--- config.mk ---
export PLATFORM = sky130hd
export DESIGN_NAME = multicycle_controller
export DESIGN_NICKNAME = d
export VERILOG_FILES = /design/src/rtl/multicycle_controller.sv
export SDC_FILE = /design/constraint.sdc
export NUM_CORES = 1
export LEC_CHECK = 0
export ABC_AREA = 1
export CAP_MARGIN = 20
export CORE_MARGIN = 2
export CORE_UTILIZATION = 46
export CTS_BUF_LIST = sky130_fd_sc_hd__clkbuf_8
export DETAILED_ROUTE_END_ITERATION = 16
export PLACE_DENSITY = 0.82
export SLEW_MARGIN = 25
export SYNTH_ARGS = -nofsm -noshare
export SYNTH_HDL_FRONTEND = slang
export SYNTH_SLANG_ARGS = --single-unit
--- constraint.sdc ---
create_clock -name clk -period 1.5 [get_ports clk]
set_clock_uncertainty 0.2 [all_clocks]
set_input_delay 0.3 -clock clk [delete_from_list [all_inputs] [get_ports clk]]
set_output_delay 0.3 -clock clk [all_outputs]
set_load 0.05 [all_outputs]
--- src/rtl/multicycle_controller.sv ---
// multicycle_controller: control FSM for a multicycle RV32I datapath.
// Supports lw, sw, R-type, I-type ALU, beq and jal. Memory accesses wait on memReady.
// The block also counts retired instructions.
// Optional feature macro: ILLEGAL_TRAP_EN.
//   Defined:   an unknown opcode traps and stays in TRAP until reset.
//   Undefined: an unknown opcode is skipped.
module multicycle_controller #(
  parameter int CNT_W = 32
) (
  input  logic             clk,
  input  logic             rst_n,
  input  logic [6:0]       op,
  input  logic             zero,
  input  logic             memReady,
  output logic             pcWrite,
  output logic             adrSrc,
  output logic             memWrite,
  output logic             irWrite,
  output logic             regWrite,
  output logic [1:0]       resultSrc,
  output logic [1:0]       aluSrcA,
  output logic [1:0]       aluSrcB,
  output logic [1:0]       aluOp,
  output logic [1:0]       immSrc,
  output logic             illegal,
  output logic [3:0]       state,
  output logic [CNT_W-1:0] instret
);

  typedef enum logic [3:0] {
    FETCH    = 4'd0,
    DECODE   = 4'd1,
    MEMADR   = 4'd2,
    MEMREAD  = 4'd3,
    MEMWB    = 4'd4,
    MEMWRITE = 4'd5,
    EXECUTER = 4'd6,
    ALUWB    = 4'd7,
    EXECUTEI = 4'd8,
    JAL      = 4'd9,
    BEQ      = 4'd10,
    TRAP     = 4'd11
  } state_t;

  localparam logic [6:0] OP_LW   = 7'b0000011;
  localparam logic [6:0] OP_SW   = 7'b0100011;
  localparam logic [6:0] OP_R    = 7'b0110011;
  localparam logic [6:0] OP_I    = 7'b0010011;
  localparam logic [6:0] OP_JAL  = 7'b1101111;
  localparam logic [6:0] OP_BEQ  = 7'b1100011;

  state_t st, nxt;
  logic   retire;
  logic   pcupdate, branch, irw, rgw, mw;

  // Next-state selection and retire detection.
  always_comb begin
    nxt    = st;
    retire = 1'b0;
    case (st)
      FETCH:    if (memReady) nxt = DECODE;
      DECODE: begin
        case (op)
          OP_LW, OP_SW: nxt = MEMADR;
          OP_R:         nxt = EXECUTER;
          OP_I:         nxt = EXECUTEI;
          OP_JAL:       nxt = JAL;
          OP_BEQ:       nxt = BEQ;
`ifdef ILLEGAL_TRAP_EN
          default:      nxt = TRAP;
`else
          default:      nxt = FETCH;
`endif
        endcase
      end
      MEMADR:   nxt = (op == OP_LW) ? MEMREAD : MEMWRITE;
      MEMREAD:  if (memReady) nxt = MEMWB;
      MEMWB: begin
        nxt    = FETCH;
        retire = 1'b1;
      end
      MEMWRITE: begin
        if (memReady) begin
          nxt    = FETCH;
          retire = 1'b1;
        end
      end
      EXECUTER: nxt = ALUWB;
      EXECUTEI: nxt = ALUWB;
      ALUWB: begin
        nxt    = FETCH;
        retire = 1'b1;
      end
      JAL:      nxt = ALUWB;
      BEQ: begin
        nxt    = FETCH;
        retire = 1'b1;
      end
      TRAP:     nxt = TRAP;
      default:  nxt = FETCH;
    endcase
  end

  // State register and retired-instruction counter.
  always_ff @(posedge clk or negedge rst_n) begin
    if (!rst_n) begin
      st      <= FETCH;
      instret <= '0;
    end else begin
      st <= nxt;
      if (retire) instret <= instret + CNT_W'(1);
    end
  end

  // Per-state decode of selects and raw enables.
  always_comb begin
    pcupdate  = 1'b0;
    branch    = 1'b0;
    irw       = 1'b0;
    rgw       = 1'b0;
    mw        = 1'b0;
    adrSrc    = 1'b0;
    resultSrc = 2'b00;
    aluSrcA   = 2'b00;
    aluSrcB   = 2'b00;
    aluOp     = 2'b00;
    case (st)
      FETCH: begin
        aluSrcB   = 2'b10;
        resultSrc = 2'b10;
        irw       = memReady;
        pcupdate  = memReady;
      end
      DECODE: begin
        aluSrcA = 2'b01;
        aluSrcB = 2'b01;
      end
      MEMADR: begin
        aluSrcA = 2'b10;
        aluSrcB = 2'b01;
      end
      MEMREAD:  adrSrc = 1'b1;
      MEMWB: begin
        resultSrc = 2'b01;
        rgw       = 1'b1;
      end
      MEMWRITE: begin
        adrSrc = 1'b1;
        mw     = 1'b1;
      end
      EXECUTER: begin
        aluSrcA = 2'b10;
        aluOp   = 2'b10;
      end
      EXECUTEI: begin
        aluSrcA = 2'b10;
        aluSrcB = 2'b01;
        aluOp   = 2'b10;
      end
      ALUWB:    rgw = 1'b1;
      JAL: begin
        aluSrcA  = 2'b01;
        aluSrcB  = 2'b10;
        pcupdate = 1'b1;
      end
      BEQ: begin
        aluSrcA = 2'b10;
        aluOp   = 2'b01;
        branch  = 1'b1;
      end
      default: ;
    endcase
  end

  // Extender select straight from the opcode.
  always_comb begin
    case (op)
      OP_SW:   immSrc = 2'b01;
      OP_BEQ:  immSrc = 2'b10;
      OP_JAL:  immSrc = 2'b11;
      default: immSrc = 2'b00;
    endcase
  end

  // Enables are gated by rst_n so that none fire while reset is held,
  // even though FETCH would otherwise follow memReady.
  assign pcWrite  = rst_n & (pcupdate | (branch & zero));
  assign irWrite  = rst_n & irw;
  assign regWrite = rst_n & rgw;
  assign memWrite = rst_n & mw;
`ifdef ILLEGAL_TRAP_EN
  assign illegal  = rst_n & (st == TRAP);
`else
  assign illegal  = 1'b0;
`endif
  assign state    = st;

endmodule
==> results.sh, run 1 <==
export IMPL_status="aborted with a tool error"
export IMPL_stop_stage="clock tree synthesis (4_1_cts)"
export IMPL_error="[ERROR DPL-0038] Utilization greater than 100%, impossible to legalize"
export IMPL_synth_nets=407
export IMPL_die_h_um=77.72
export IMPL_cts_resized_gates=118
export IMPL_cts_buffers=5
export IMPL_portBuffers=61
export IMPL_postCtsSetupBuffers=32
export IMPL_postCtsHoldBufs=1
export IMPL_cts_buffer_depth=2
export IMPL_hpwl_mm=7.626
export IMPL_root_buffer="clkbuf_8"
export IMPL_dpl_cell_count=603
export IMPL_place_congestion=0.9463
export IMPL_io_pins=63
export IMPL_syn_inst=395
export IMPL_synth_warnings=0
export IMPL_ys_ff_latch=36
export IMPL_num_rows=26
export IMPL_start_util=0.4833
export IMPL_syn_avg_cell_area_um2=6.329
export IMPL_die_w_um=77.72
export IMPL_cts_sinks=36
export IMPL_netlist_area_mm2=0.002500
export IMPL_seq_area_frac_synth=0.3604
export IMPL_yosysUniqueCellTypes=26
export IMPL_h_tree_depth=2
[per-stage QoR]
step / utilization / instance area (um^2) / TNS [ps] / hold slack, ps / setup slack [ps]
floorplan: - / 2703 / -15680 / -195.6 / -549.9
global placement: 0.8687 / 4493 / -13930 / 180.6 / -471.2
detailed placement: 0.8687 / 4493 / -15630 / 192.3 / -535.7
[kinds of logic after synthesis]
| kind of cell | Yosys count | synth area share |
|---|---|---|
| AOI/OAI and AO/OA | 14 | 0.03354 |
| other | 1 | 0.001500 |
| DFF | 36 | 0.3604 |
| xor gates and xnor gates | 17 | 0.05956 |
| buffers and inverters | 48 | 0.08608 |
| and+or+nand+nor | 278 | 0.4540 |
| adders and majority gates | 1 | 0.005004 |
[cells in the mapped netlist, drive strengths merged]
| cell type | number | area share |
|---|---|---|
| xor2 | 8 | 0.028 |
| dfrtp | 36 | 0.36 |
| conb | 1 | 0.0015 |
| ha | 1 | 0.0050 |
| o2111ai | 1 | 0.0035 |
| inv | 42 | 0.063 |
| nand2 | 173 | 0.26 |
| buf | 6 | 0.023 |
| nand3 | 21 | 0.047 |
| a31oi | 1 | 0.0025 |
| and2 | 1 | 0.0025 |
| nor2 | 70 | 0.11 |
| o31ai | 1 | 0.0030 |
| o211ai | 1 | 0.0030 |
| o21ai | 10 | 0.022 |
| xnor2 | 9 | 0.032 |
| nand4 | 7 | 0.018 |
| nor3 | 3 | 0.0060 |
| nand3b | 3 | 0.0090 |
==> run 2: changes to the inputs <==
--- a/config.mk
+++ b/config.mk
@@ -8,10 +8,9 @@
 export ABC_AREA = 1
 export CAP_MARGIN = 20
 export CORE_MARGIN = 2
-export CORE_UTILIZATION = 46
-export CTS_BUF_LIST = sky130_fd_sc_hd__clkbuf_8
+export CORE_UTILIZATION = 40
 export DETAILED_ROUTE_END_ITERATION = 16
-export PLACE_DENSITY = 0.82
+export PLACE_DENSITY_LB_ADDON = 0.15
 export SLEW_MARGIN = 25
 export SYNTH_ARGS = -nofsm -noshare
 export SYNTH_HDL_FRONTEND = slang
==> constraint.sdc (replaced) <==
create_clock -name clk -period 2 [get_ports clk]
set_clock_uncertainty 0.2 [all_clocks]
set_input_delay 0.4 -clock clk [delete_from_list [all_inputs] [get_ports clk]]
set_output_delay 0.4 -clock clk [all_outputs]
set_load 0.05 [all_outputs]
==> run 2 against run 1 <==
Against the previous run:
- synthesized cell count did not move
- synthesized area did not move
- the flow now finishes, with violations (negative setup slack)
==> results.sh, run 2 <==
export IMPL_status="finished, violations left"
export IMPL_violations="negative setup slack"
export IMPL_hpwl_mm=5.437
export IMPL_layout_common_cells="nand2_1 (157), buf_4 (67), nor2_1 (55)"
export IMPL_cts_tree="yes"
export IMPL_netlist_area_mm2=0.002500
export IMPL_maxSlewViolCount=0
export IMPL_synth_nets=407
export IMPL_syn_avg_cell_area_um2=6.329
export IMPL_crit_type="flip-flop to output port"
export IMPL_regMostFlops="instret"
export IMPL_netlist_top_cells_count="nand2_1 (171), nor2_1 (65), inv_1 (38)"
export IMPL_num_rows=28
export IMPL_dieArea_mm2=0.006898
export IMPL_fillers=536
export IMPL_place_congestion=0.8575
export IMPL_via_count=2810
export IMPL_drive_above_1_share=0.3077
export IMPL_p_leak_nw=1.766
export IMPL_cpMaxStageDelayCell="dfrtp_2"
export IMPL_post_place_ws_ps=-205.0
export IMPL_die_w_um=83.06
export IMPL_regArea_um2=908.4
export IMPL_startpoint_type="flip-flop"
export IMPL_place_area_mm2=0.003413
export IMPL_setup_violations=6
export IMPL_synth_edff_count=0
export IMPL_ys_ff_latch=36
export IMPL_mostFrequentLayoutCell="nand2_1"
export IMPL_yosysTopAreaCell="dfrtp_1"
export IMPL_finalWirelength_mm=7.476
export IMPL_fin_area_mm2=0.003787
export IMPL_fmax_ghz=0.4710
export IMPL_track_usage=0.2217
export IMPL_yosysMostFrequentCell="nand2_1"
export IMPL_endpoint_kind="output port"
export IMPL_root_buffer="clkbuf_8"
export IMPL_routed_wire_length_per_instance_um=13.14
export IMPL_portBuffers=61
export IMPL_grt_pass1_vias=2668
export IMPL_finalPower_mw=2.949
export IMPL_min_period_ps=2123
export IMPL_rsz0062_at_grt="yes"
export IMPL_path_delay_family="flip-flops"
export IMPL_arrival_ps=1520
export IMPL_path_cells="nor2_4 -> nand2_2 -> clkinvlp_4 -> nand2_4 -> a31oi_4 -> buf_12"
export IMPL_h_tree_depth=2
export IMPL_cts_buffer_depth=2
export IMPL_drv_cap=0
export IMPL_antenna_cells=0
export IMPL_syn_inst=395
export IMPL_cts_buffers=5
export IMPL_yosysUniqueCellTypes=26
export IMPL_grt_ovfl_total=0
export IMPL_fin_crit_sh=1.062
export IMPL_worst_slack_ps=-123.2
export IMPL_path_clk_slew_ps=70
export IMPL_multi_input_area_mm2=0.001551
export IMPL_power_density_mw_per_mm2=778.7
export IMPL_vdd_drop_max_mv=0.8772
export IMPL_worst_path_buf_inv=2
export IMPL_io_pins=63
export IMPL_synth_top_flop_cell="dfrtp_1"
export IMPL_required_ps=1400
export IMPL_hp_class="flip-flop to flip-flop"
export IMPL_max_stage_delay_ps=470
export IMPL_cp_max_fo=5
export IMPL_core_area_mm2=0.005991
export IMPL_clk_latency_ps=290
export IMPL_ant_nets=0
export IMPL_vias_per_cell=4.938
export IMPL_seq_area_frac_synth=0.3604
export IMPL_cts_sinks=36
export IMPL_ys_async_sr_fraction=1.000
export IMPL_start_util=0.4173
export IMPL_drt_initial_drc_count=146
export IMPL_largest_reg_flops=32
export IMPL_nets=506
export IMPL_synth_warnings=0
export IMPL_grt_pass1_wl_mm=12.59
export IMPL_synth_top_area_share=0.3604
export IMPL_die_h_um=83.06
export IMPL_hold_viol=0
export IMPL_grt_max_degree=37
export IMPL_synthTopCellsByArea="dfrtp_1 (36%), nand2_1 (26%), nor2_1 (9.8%)"
export IMPL_antenna_found_initial=0
export IMPL_area_growth_pct=51.50
export IMPL_drt_pass1_iter_count=4
export IMPL_drcViolationCount=0
-- run 2: path summary, 6_finish.rpt --
check / start / to / slack (ps) / depth (start not counted)
setup / recovery: state[3]$_DFFE_PN0P_ / pcWrite / -120 / 6
hold / removal: instret[18]$_DFFE_PN0P_ / instret[18]$_DFFE_PN0P_ / 330 / 1
setup reg to reg: state[3]$_DFFE_PN0P_ / instret[7]$_DFFE_PN0P_ / 160 / 9
hold reg to reg: instret[18]$_DFFE_PN0P_ / instret[18]$_DFFE_PN0P_ / 330 / 1
max in group asynchronous: rst_n / state[1]$_DFFE_PN0P_ / 720 / 3
min in group asynchronous: rst_n / instret[5]$_DFFE_PN0P_ / 500 / 3
-- run 2: per-stage QoR --
step	utilization	hold WS [ps]	std cells	setup TNS [ps]
3_5_place_dp	0.5698	303.5	542	-408.5
2_1_floorplan	-	-95.59	395	-444.9
3_3_place_gp	0.5698	287.7	542	-317.1
4_1_cts	0.6205	330.1	566	-250.4
5_1_grt	0.6322	346.6	569	-921.5
6_report	0.6322	327.5	569	-401.3
-- run 2: final cells by class --
| type | instances | area share |
|---|---|---|
| multi-input cells | 311 | 0.4096 |
| repair buffers | 98 | 0.2577 |
| clock buffers | 7 | 0.02544 |
| inverters | 42 | 0.04262 |
| well taps | 75 | 0.02478 |
| flip-flops and latches | 36 | 0.2398 |
-- run 2: kinds of logic after synthesis --
| group | synth area share |
|---|---|
| flip-flops | 0.3604 |
| buffers and inverters | 0.08608 |
| other | 0.001500 |
| adder cells (fa/ha/maj) | 0.005004 |
| AND/OR/NAND/NOR | 0.4540 |
| AO/OA/AOI/OAI | 0.03354 |
| XOR/XNOR | 0.05956 |
-- run 2: what timing repair did --
item,4_1_cts,5_1_grt
hold buffers,1,0
gates resized for setup,35,20
pin swaps,17,11
setup endpoints to repair,10,14
hold endpoints to repair,36,0
setup buffers,16,3
-- run 2: report_power, final --
group	leakage, nW	total [mW]	switching, mW	internal, mW
clock network	0.0503	0.578	0.271	0.307
logic	1.23	1.50	0.885	0.614
registers	0.488	0.872	0.0901	0.782
total	1.77	2.95	1.25	1.70
-- run 2: routing by layer --
| layer | part of all wire | global-route usage | wire [um] | vias up |
|---|---|---|---|---|
| met5 | 0 | 0 | 0 | - |
| met4 | 0.0090 | 0.05067 | 67 | 0 |
| met3 | 0.052 | 0.04274 | 388 | 6 |
| met2 | 0.48 | 0.3746 | 3615 | 71 |
| met1 | 0.46 | 0.2936 | 3405 | 1323 |
| li1 | - | - | - | 1410 |
Power figures use the tool's default switching activity.
==> run 3: changes to the inputs <==
--- a/config.mk
+++ b/config.mk
@@ -10,6 +10,8 @@
 export CORE_MARGIN = 2
 export CORE_UTILIZATION = 40
 export DETAILED_ROUTE_END_ITERATION = 16
+export GPL_ROUTABILITY_DRIVEN = 1
+export MAX_ROUTING_LAYER = met4
 export PLACE_DENSITY_LB_ADDON = 0.15
 export SLEW_MARGIN = 25
 export SYNTH_ARGS = -nofsm -noshare
==> run 3 against run 2 <==
Against the previous run:
- the flow still finishes with violations (negative setup slack)
- largest cell class unchanged
- combinational power hardly changed
- utilization stayed put
- highest routed layer unchanged
- global-route usage is 0.69 points higher
- critical endpoint unchanged
- maximum frequency hardly changed
- clock-buffer cell count stayed put
==> results.sh, run 3 (synthesized netlist as in run 2, its figures left out) <==
export IMPL_p_int_mw=1.703
export IMPL_hold_viol=0
export IMPL_ant_nets=0
export IMPL_fin_util=0.6322
export IMPL_power_density_mw_per_mm2=779.7
export IMPL_antenna_cells=0
export IMPL_routed_wire_length_per_instance_um=13.09
export IMPL_cts_buffers=5
export IMPL_switching_share=0.4232
export IMPL_p_leak_nw=1.766
export IMPL_finalWirelength_mm=7.450
export IMPL_min_period_ps=2123
export IMPL_track_usage=0.2286
export IMPL_final_setup_tns_ps=-395.1
export IMPL_fillers=536
export IMPL_regMostFlops="instret"
export IMPL_place_congestion=0.8712
export IMPL_dieArea_mm2=0.006898
export IMPL_grt_max_degree=37
export IMPL_switchingPower_mw=1.250
export IMPL_area_growth_pct=51.50
export IMPL_drt_initial_drc_count=150
export IMPL_maxSlewViolCount=0
export IMPL_arrival_ps=1520
export IMPL_vias_per_cell=4.886
export IMPL_drt_pass1_iter_count=4
export IMPL_layout_common_cells="nand2_1 (157), buf_4 (67), nor2_1 (55)"
export IMPL_start_util=0.4173
export IMPL_rsz0062_at_grt="yes"
export IMPL_largest_reg_flops=32
export IMPL_grt_pass1_wl_mm=12.61
export IMPL_path_clk_slew_ps=70
export IMPL_required_ps=1400
export IMPL_crit_type="flip-flop to output port"
export IMPL_cp_max_fo=5
export IMPL_via_count=2780
export IMPL_die_h_um=83.06
export IMPL_hp_class="flip-flop to flip-flop"
export IMPL_vdd_drop_max_mv=0.8781
export IMPL_cts_buffer_depth=2
export IMPL_status="finished, violations left"
export IMPL_cts_sinks=36
export IMPL_mostFrequentLayoutCell="nand2_1"
export IMPL_portBuffers=61
export IMPL_hpwl_mm=5.437
export IMPL_root_buffer="clkbuf_8"
export IMPL_endpoint_kind="output port"
export IMPL_grt_pass1_vias=2664
export IMPL_fmax_ghz=0.4711
export IMPL_nets=506
export IMPL_fin_crit_sh=1.061
export IMPL_violations="negative setup slack"
export IMPL_h_tree_depth=2
export IMPL_drv_cap=0
export IMPL_die_w_um=83.06
export IMPL_core_area_mm2=0.005991
export IMPL_startpoint_type="flip-flop"
export IMPL_worst_slack_ps=-122.5
export IMPL_power_frac_clock=0.196
export IMPL_drive_above_1_share=0.3077
export IMPL_antenna_found_initial=0
export IMPL_power_frac_comb=0.508
export IMPL_seq_power_share=0.295
export IMPL_setup_violations=6
export IMPL_clk_latency_ps=290
export IMPL_grt_ovfl_total=0
export IMPL_num_rows=28
export IMPL_drcViolationCount=0
export IMPL_cts_tree="yes"
export IMPL_io_pins=63
-- run 3: cell counts in the layout (fill, tap and decap cells not counted) --
No cell type changed its count.
-- run 3: layer usage --
metal / vias to the layer above / wire length [um] / track usage
li1: 1411 / - / -
met1: 1306 / 3418 / 0.2968
met2: 57 / 3609 / 0.3739
met3: 6 / 357 / 0.04175
met4: 0 / 65 / 0.05067
met5: - / 0 / -
-- run 3: timing repair --
action | in CTS | in global routing
buffers inserted | 16 | 3
resized for setup | 35 | 20
hold endpoints to repair | 36 | 0
endpoints found under the setup margin | 10 | 14
pin swaps | 17 | 11
hold buffers | 1 | 0
-- run 3: path summary, 6_finish.rpt --
check | slack (ps) | cells past startpoint | startpoint | to
hold reg to reg | 330 | 1 | instret[18]$_DFFE_PN0P_ | instret[18]$_DFFE_PN0P_
hold / removal | 330 | 1 | instret[18]$_DFFE_PN0P_ | instret[18]$_DFFE_PN0P_
min in group asynchronous | 490 | 3 | rst_n | instret[5]$_DFFE_PN0P_
max in group asynchronous | 730 | 3 | rst_n | state[0]$_DFFE_PN0P_
setup / recovery | -120 | 6 | state[3]$_DFFE_PN0P_ | pcWrite
setup reg to reg | 160 | 9 | state[3]$_DFFE_PN0P_ | instret[7]$_DFFE_PN0P_
-- run 3: cell type report --
type                       instances  area, um^2  share of cell area
multi-input combinational        311        1551              0.4096
timing repair buffer              98       975.9              0.2577
sequential                        36       908.4              0.2398
inverter                          42       161.4             0.04262
clock buffer                       7       96.34             0.02544
tap                               75       93.84             0.02478
-- run 3: critical path, cell delays in order (launching register included) --
cell        delay (ps)
dfrtp_2            470
nor2_4             140
nand2_2             90
clkinvlp_4         110
nand2_4             70
a31oi_4            190
buf_12             160
-- run 3: per-stage QoR --
step / cells / hold slack [ps] / worst slack (ps) / cell area (um^2) / power, mW
after global placement: 542 / 287.7 / -163.8 / 3413 / 2.143
after detailed placement: 542 / 303.5 / -205.0 / 3413 / 2.153
final: 569 / 328.2 / -122.5 / 3787 / 2.953
after global routing: 569 / 346.6 / -173.4 / 3787 / 3.082
after CTS: 566 / 330.1 / -70.16 / 3717 / 2.862
after floorplan: 395 / -95.59 / -185.5 / 2559 / 1.596
-- run 3: power by group through the flow --
stage / Clock (mW) / Sequential [mW] / Combinational (mW)
2_1_floorplan: 0 / 1.03 / 0.567
3_3_place_gp: 0 / 0.880 / 1.26
3_5_place_dp: 0 / 0.883 / 1.27
4_1_cts: 0.591 / 0.869 / 1.40
5_1_grt: 0.633 / 0.885 / 1.56
6_report: 0.580 / 0.872 / 1.50
